[src/rtl/reg_scoreboard.sv]
// ---------------------------------------------------------------------------
// reg_scoreboard
//
// Register-result scoreboard for an in-order decode stage. Every
// architectural register 1..31 has a 2-bit countdown giving the number of
// cycles until its pending result can be forwarded. An instruction in decode
// that reads a counting register (RAW) or writes one (WAW) is held in decode.
// Register 0 is hard-wired and never tracked.
//
// Ports
//   clk         in   1  system clock, all state changes on the rising edge
//   rst         in   1  synchronous active-high reset (priority over all)
//   issueValid  in   1  decode stage holds a valid instruction
//   rsD         in   5  source register A of the decode instruction
//   rtD         in   5  source register B of the decode instruction
//   useRsD      in   1  instruction reads rsD
//   useRtD      in   1  instruction reads rtD
//   rdD         in   5  destination register of the decode instruction
//   regWriteD   in   1  instruction writes rdD
//   latD        in   2  cycles until the result is forwardable (0 = ALU)
//   flush       in   1  squash: clear every pending entry
//   stall       out  1  decode must hold this cycle
//   issueFire   out  1  instruction issues this cycle
//   busyMask    out 32  bit r set while register r is still counting down
//   stallCount  out 16  saturating count of stalled cycles
// ---------------------------------------------------------------------------
module reg_scoreboard (
    input  logic        clk,
    input  logic        rst,
    input  logic        issueValid,
    input  logic [4:0]  rsD,
    input  logic [4:0]  rtD,
    input  logic        useRsD,
    input  logic        useRtD,
    input  logic [4:0]  rdD,
    input  logic        regWriteD,
    input  logic [1:0]  latD,
    input  logic        flush,
    output logic        stall,
    output logic        issueFire,
    output logic [31:0] busyMask,
    output logic [15:0] stallCount
);

    // Countdown per register; entry 0 intentionally does not exist.
    logic [1:0]  cntReg  [31:1];
    logic [1:0]  cntNext [31:1];
    logic [15:0] stallCountNext;

    logic        hazRs;
    logic        hazRt;
    logic        hazWaw;
    logic        loadEn;

    // Busy view of the countdown state; bit 0 is constant zero.
    always_comb begin
        busyMask = 32'h0000_0000;
        for (int r = 1; r < 32; r++) begin
            busyMask[r] = (cntReg[r] != 2'd0);
        end
    end

    // Hazard detection and issue decision. busyMask[0] is always 0, so the
    // explicit register-zero checks are redundant but keep the intent clear.
    // rsD == rtD naturally yields a single stall: the terms are OR-ed.
    always_comb begin
        hazRs     = useRsD    && (rsD != 5'd0) && busyMask[rsD];
        hazRt     = useRtD    && (rtD != 5'd0) && busyMask[rtD];
        hazWaw    = regWriteD && (rdD != 5'd0) && busyMask[rdD];
        stall     = issueValid && !flush && (hazRs || hazRt || hazWaw);
        issueFire = issueValid && !flush && !stall;
        loadEn    = issueFire && regWriteD && (rdD != 5'd0);
    end

    // Next countdown values: flush clears, a fired writer loads its latency
    // (evaluated against pre-issue state), otherwise count down toward zero.
    always_comb begin
        for (int r = 1; r < 32; r++) begin
            cntNext[r] = cntReg[r];
            if (flush) begin
                cntNext[r] = 2'd0;
            end else if (loadEn && (rdD == 5'(r))) begin
                cntNext[r] = latD;
            end else if (cntReg[r] != 2'd0) begin
                cntNext[r] = cntReg[r] - 2'd1;
            end else begin
                cntNext[r] = 2'd0;
            end
        end
    end

    // Saturating stall counter next value.
    always_comb begin
        stallCountNext = stallCount;
        if (stall && (stallCount != 16'hFFFF)) begin
            stallCountNext = stallCount + 16'd1;
        end else begin
            stallCountNext = stallCount;
        end
    end

    // State registers with synchronous reset taking priority over everything.
    always_ff @(posedge clk) begin
        if (rst) begin
            for (int r = 1; r < 32; r++) begin
                cntReg[r] <= 2'd0;
            end
            stallCount <= 16'h0000;
        end else begin
            for (int r = 1; r < 32; r++) begin
                cntReg[r] <= cntNext[r];
            end
            stallCount <= stallCountNext;
        end
    end

endmodule

[config.mk]
export PLATFORM = sky130hd
export DESIGN_NAME = reg_scoreboard
export DESIGN_NICKNAME = d
export VERILOG_FILES = /design/src/rtl/reg_scoreboard.sv
export SDC_FILE = /design/constraint.sdc
export NUM_CORES = 1
export LEC_CHECK = 0
export ABC_AREA = 0
export ABC_CLOCK_PERIOD_IN_PS = 3800
export BUFFER_PORTS_ARGS = -buffer_cell sky130_fd_sc_hd__buf_2
export CORE_UTILIZATION = 50
export CTS_CLUSTER_SIZE = 12
export DETAILED_ROUTE_END_ITERATION = 16
export GPL_TIMING_DRIVEN = 1
export PLACE_DENSITY = 0.72
export SYNTH_ARGS = -nofsm -noshare
export SYNTH_HDL_FRONTEND = slang
export SYNTH_SLANG_ARGS = --single-unit
[constraint.sdc]
create_clock -name clk -period 3.8 [get_ports clk]
set_input_delay 0.38 -clock clk [delete_from_list [all_inputs] [get_ports clk]]
set_output_delay 0.38 -clock clk [all_outputs]
set_load 0.1 [all_outputs]
==> flow_summary.json, run 1 <==
{
  "cells_along_the_critical_path": "nor2_1 -> inv_1 -> mux4_2 -> a2111oi_4 -> nor4_2 -> or3_1 -> clkinvlp_4 -> buf_2",
  "ys_seq_elements": 78,
  "critical-path-max-stage-delay_ps": 520,
  "die_x_um": 94.0,
  "numCtsBuffers": 9,
  "cts.reportedPaths.clkPinSlew_ps": 80,
  "number_of_global_route_vias_before_repair": 3651,
  "finalCritPeriodShare_pct": 92.0,
  "vias_per_cell": 6.22,
  "synthFlopType": "dfxtp_1",
  "multiInputGateArea_um2": 2380,
  "ys_top_cells_by_area": "dfxtp_1 37%, mux4_2 10%, nand3_1 5.4%",
  "initial_core_util_pct": 51.5,
  "clockPowerShare_pct": 43.3,
  "ys_seq_area_share_pct": 36.9,
  "nFillCells": 733,
  "cts_tree": "yes",
  "fp.dieArea_um2": 8840,
  "finalNetCount": 581,
  "clockRootBuffer": "clkbuf_8",
  "p_per_area_nw_per_um2": 358,
  "postCtsHoldBufs": 0,
  "die_h_um": 94.0,
  "dp_hpwl_mm": 8.63,
  "drt-total-wl_mm": 11.9,
  "rows": 33,
  "grt_first_pass_wirelength_mm": 18.7,
  "rsz_0062_raised_after_global_routing": "no",
  "report.final.slew_viol_count": 0,
  "worst_slew_margin_relative_to_its_limit_pct": 47.1,
  "overall_global_routing_resource_usage_pct": 28.1,
  "drt_first_iter_violations": 263,
  "antennaDiodeCount": 0,
  "count_of_buffers_added_by_post_cts_timing_repair_for_setup": 0,
  "mappedNetlistArea_um2": 4230,
  "cp_max_fo": 6,
  "yosys.cell_count.top_type": "dfxtp_1",
  "power.share.combinational_pct": 9.6,
  "detail_route.first_pass.iterations": 5,
  "wl_per_cell_um": 17.9,
  "drive_gt1_share_pct": 21.6,
  "cap_violations": 0,
  "ys_top_cells_by_count": "78 x dfxtp_1, 46 x nand3_1, 44 x nor2_1",
  "core-area_um2": 8220,
  "synth_enable_flop_cells": 0,
  "register_area_um2": 1560,
  "cp_data_required_time_ps": 3420,
  "finalHoldViolCount": 0,
  "tightestPinTransition_ps": 793,
  "ant_nets": 0,
  "routed-via-count": 4136,
  "ff2ff_setup_slack_ps": 580,
  "max_freq_ghz": 0.286,
  "synthToLayoutAreaGrowth_pct": 14.7,
  "post-route-cell-area_um2": 4850,
  "cts.repair.resized": 0,
  "cts_buffer_depth": 2,
  "async_flop_share_pct": 0,
  "cts-htree-levels": 3,
  "placedInstanceArea_um2": 4610,
  "syn_nets": 530,
  "finalWorstPathRequiredPeriod_ps": 3500,
  "pleak_nw": 1.99,
  "synthesis.yosys.warnings": 0,
  "clock_latency_on_the_worst_skew_pair_ps": 360,
  "hold_slack_ps": 409,
  "remaining_drc_errors": 0,
  "fin_skew_ps": 7.87,
  "timing.critical_path.arrival_ps": 3120,
  "status": "finished clean",
  "syn-mean-instance-area_um2": 8.38,
  "switching_component_of_the_power_mw": 0.427,
  "tritoncts_num_sinks": 78,
  "synth.top_cell.area_share_pct": 36.9,
  "post_synth_num_cell_types": 55,
  "swShare_pct": 24.6,
  "path_category_of_the_worst_min_delay_check": "in -> reg",
  "cellInternalPower_mw": 1.31,
  "critical_path.startpoint_type": "register",
  "gp_congestion": 0.951,
  "setup_viol": 0,
  "timing.setup.tns_ps": 0,
  "grt_start_max_net_pins": 53,
  "antenna_violations_before_repair": 0,
  "worst_setup_path_end_kind": "primary output",
  "port_buffers": 72,
  "pin_count": 74,
  "synthDominantAreaCellType": "dfxtp_1",
  "start_to_end_type_of_the_worst_setup_path": "reg -> out",
  "vdd.ir_drop.worst_mv": 0.206,
  "global_route.overflow_total": 0,
  "cpMaxStageDelayCell": "or3_1",
  "post_synth_inst_count": 505,
  "p_seq_share_pct": 47.1
}
-- flip-flops by register name, indices dropped and copies added (netlist names) --
signal / flops
cntReg: 62
stallCount: 16
-- cells in the final DEF (no fill, tap or decap), drive strengths merged, types with 2 or more instances in the layout --
cell and n:
dfxtp 78, buf 77, nand3 46, nor2 44
nand2 43, inv 38, o21ai 33, o41ai 20
mux4 19, a21oi 17, or4 14, or3 13
o22ai 13, clkbuf 11, o31ai 10, nor3 7
nor2b 6, nand2b 5, nand3b 5, or2 5
mux2i 4, and2 4, nand4 4, o32ai 4
nor3b 3, o2111ai 3, o211ai 3, and3 3
bufinv 3, a211oi 2, a311o 2, a2111oi 2
nor4 2
-- final cells by class --
| cell class | instances | area share (%) |
|---|---|---|
| clock buffer | 11 | 2.91 |
| clock inverter | 4 | 1.96 |
| inverter | 39 | 3.09 |
| multi-input combinational | 351 | 49.0 |
| sequential | 78 | 32.2 |
| tap | 105 | 2.71 |
| timing repair buffer | 77 | 8.20 |
-- cell families after synthesis --
kind of cell,after synthesis,share of synthesized area (%)
fa+ha+maj,1,0.296
flops,78,36.9
compound gates,118,19.3
other cells,1,0.0886
buf+inv,76,7.21
xor+xnor,1,0.207
simple gates,206,24.7
mux,24,11.3
-- path summary, 6_finish.rpt --
kind | start | endpoint | cells after the start
min | rst | stallCount[2] | 2
max | cntReg[0][7] | issueFire | 8
min reg2reg | cntReg[0][42] | cntReg[0][42] | 1
max reg2reg | cntReg[0][7] | cntReg[0][36] | 9
-- routing by layer --
layer | track usage [%] | share of wire [%] | vias to the layer above
met1 | 38.0 | 44 | 1969
met5 | 0 | 0 | -
met3 | 5.10 | 6.8 | 26
li1 | - | - | 1975
met4 | 11.5 | 2.9 | 0
met2 | 44.1 | 47 | 166
-- critical path, delay by kind of cell, from the launching register on --
family | cells | cell delay, ps
AO/OA/AOI/OAI | 1 | 370
buffers and inverters | 3 | 650
flip-flops | 1 | 330
multiplexers | 1 | 490
AND/OR/NAND/NOR | 3 | 910
-- power groups by stage --
stage	logic, mW	clock network, mW	registers, mW
floorplan	0.114	0	0.843
global placement	0.162	0	0.838
detailed placement	0.164	0	0.838
CTS	0.164	0.761	0.819
global route	0.180	0.795	0.819
finish	0.168	0.752	0.819
-- through the flow --
| stage | total power, mW | std cells | utilization, % | setup WS (ps) |
|---|---|---|---|---|
| floorplan | 0.957 | 505 | - | 48.9 |
| global placement | 1.00 | 650 | 56.1 | 504 |
| detailed placement | 1.00 | 650 | 56.1 | 401 |
| CTS | 1.74 | 665 | 59.0 | 302 |
| global route | 1.79 | 665 | 59.1 | 199 |
| finish | 1.74 | 665 | 59.1 | 303 |
(Power assumes the default switching activity.)
==> run 2, diff against run 1 <==
Settings changed: ABC_CLOCK_PERIOD_IN_PS 3800 to 3100, PLACE_DENSITY 0.72 to 0.75.
Clock period 3.8 ns to 3.1 ns, I/O delays scaled along.
==> flow_summary.json, run 2 (synthesis results as in run 1) <==
{
  "status": "finished clean",
  "timing.critical_path.arrival_ps": 2690,
  "overall_global_routing_resource_usage_pct": 29.5,
  "ff2ff_setup_slack_ps": 130,
  "pin_count": 74,
  "timing.hold.worst.start": "rst",
  "port_buffers": 72,
  "grt_first_pass_wirelength_mm": 19.7,
  "cts.reportedPaths.clkPinSlew_ps": 100,
  "vias_per_cell": 6.23,
  "ant_nets": 0,
  "report.final.slew_viol_count": 0,
  "number_of_global_route_vias_before_repair": 4062,
  "drive_gt1_share_pct": 25.1,
  "path_category_of_the_worst_min_delay_check": "in -> reg",
  "core-area_um2": 8220,
  "placedInstanceArea_um2": 4770,
  "worst_setup_path_end_kind": "primary output",
  "flip_flop_count_of_the_largest_register_all_copies_and_words_added": 62,
  "max_freq_ghz": 0.333,
  "reg.largest.list": "cntReg x62, stallCount x16",
  "finalWorstPathRequiredPeriod_ps": 3000,
  "die_x_um": 94.0,
  "p_per_area_nw_per_um2": 394,
  "place_worst_setup_slack_ps": 120,
  "place.detailed.instances": 663,
  "vdd.ir_drop.worst_mv": 0.372,
  "initial_core_util_pct": 51.5,
  "post-layout-total-power_mw": 1.95,
  "post_route_non_filler_standard_cell_count": 679,
  "clock_latency_on_the_worst_skew_pair_ps": 370,
  "cts_tree": "yes",
  "cp_data_required_time_ps": 2790,
  "start_to_end_type_of_the_worst_setup_path": "reg -> out",
  "routed-via-count": 4228,
  "finalHoldViolCount": 0,
  "rows": 33,
  "setup_viol": 0,
  "postCtsHoldBufs": 0,
  "fp.dieArea_um2": 8840,
  "finalNetCount": 594,
  "gp_congestion": 0.883,
  "drt_first_iter_violations": 448,
  "global_route.overflow_total": 0,
  "critical_path.startpoint_type": "register",
  "pleak_nw": 2.03,
  "remaining_drc_errors": 0,
  "antenna_violations_before_repair": 0,
  "dp_hpwl_mm": 9.28,
  "final.setup.worst_slack_ps": 99.2,
  "die_h_um": 94.0,
  "tightestPinTransition_ps": 563,
  "crit-reg2reg-launch": "cntReg[0][3]",
  "post-route-cell-area_um2": 4960,
  "hold_path_cells": 2,
  "capture_instance_of_the_worst_register_to_register_path": "cntReg[0][32]",
  "detail_route.first_pass.iterations": 5,
  "drt-total-wl_mm": 12.6,
  "fin_skew_ps": 16.7,
  "rsz_0062_raised_after_global_routing": "no",
  "clockRootBuffer": "clkbuf_8",
  "post-route-util_pct": 60.3,
  "cap_violations": 0,
  "cts-htree-levels": 3,
  "cts_buffer_depth": 2,
  "grt_start_max_net_pins": 56,
  "r2r_cells": 8,
  "max_flop_register": "cntReg",
  "wl_per_cell_um": 18.5,
  "tritoncts_num_sinks": 78,
  "worst_slew_margin_relative_to_its_limit_pct": 61.5,
  "layout_commonest_cell": "dfxtp_1",
  "antennaDiodeCount": 0,
  "highest_count_cells_in_the_layout_ignoring_fill_and_taps": "74 x dfxtp_1, 70 x buf_2, 46 x nand3_1",
  "numCtsBuffers": 9,
  "cp_max_fo": 5,
  "synthToLayoutAreaGrowth_pct": 17.1,
  "worstHoldEndpoint": "stallCount[8]",
  "finalCritPeriodShare_pct": 96.8
}
## run 2: final cells by class
class | instances | area, um^2
fill | 729 | 3260
tap | 105 | 131
sequential | 78 | 1570
inverter | 39 | 154
clock inverter | 7 | 55.1
multi-input combinational | 351 | 2400
clock buffer | 9 | 124
timing repair buffer | 90 | 529
## run 2: how the worst max path moves through the flow
stage / from / endpoint / slack, ps / depth (start not counted)
floorplan: cntReg[0][6] / issueFire / -190 / 10
detailed placement: cntReg[0][3] / cntReg[0][44] / 120 / 8
finish: cntReg[0][3] / issueFire / 100 / 7
global route: cntReg[0][3] / cntReg[0][32] / 20 / 8
CTS: cntReg[0][3] / issueFire / 50 / 7
global placement: rtD[2] / cntReg[0][44] / 220 / 10
## run 2: critical path: stages, from the launching register on
cell and delay (ps):
dfxtp_1 350, or2_2 310, mux4_2 490, a2111oi_4 380, nor4_4 90, or3_4 370, clkinvlp_4 110, buf_6 220
## run 2: timing repair
item	in CTS	in global routing
endpoints found under the setup margin	1	4
pin swaps	0	1
buffers inserted	0	0
gates resized for setup	2	1
## run 2: layer usage
layer  wire, um  part of all wire [%]  global-route usage [%]
met1       5020                    40                    34.6
met5          0                     0                       0
met2       5960                    47                    49.1
met4        409                   3.3                    15.1
met3       1170                   9.3                    8.17
## run 2: stage by stage
stage / setup TNS [ps] / hold slack, ps
floorplan: -187 / 424
global placement: 0 / 431
detailed placement: 0 / 453
CTS: 0 / 331
global route: 0 / 342
finish: 0 / 329
## run 2: where the power goes
part / internal (mW) / total (mW) / leakage [nW] / switching (mW)
clock: 0.300 / 0.718 / 0.0870 / 0.418
combinational: 0.0705 / 0.231 / 1.31 / 0.160
sequential: 1.00 / 1.00 / 0.630 / 0.00146
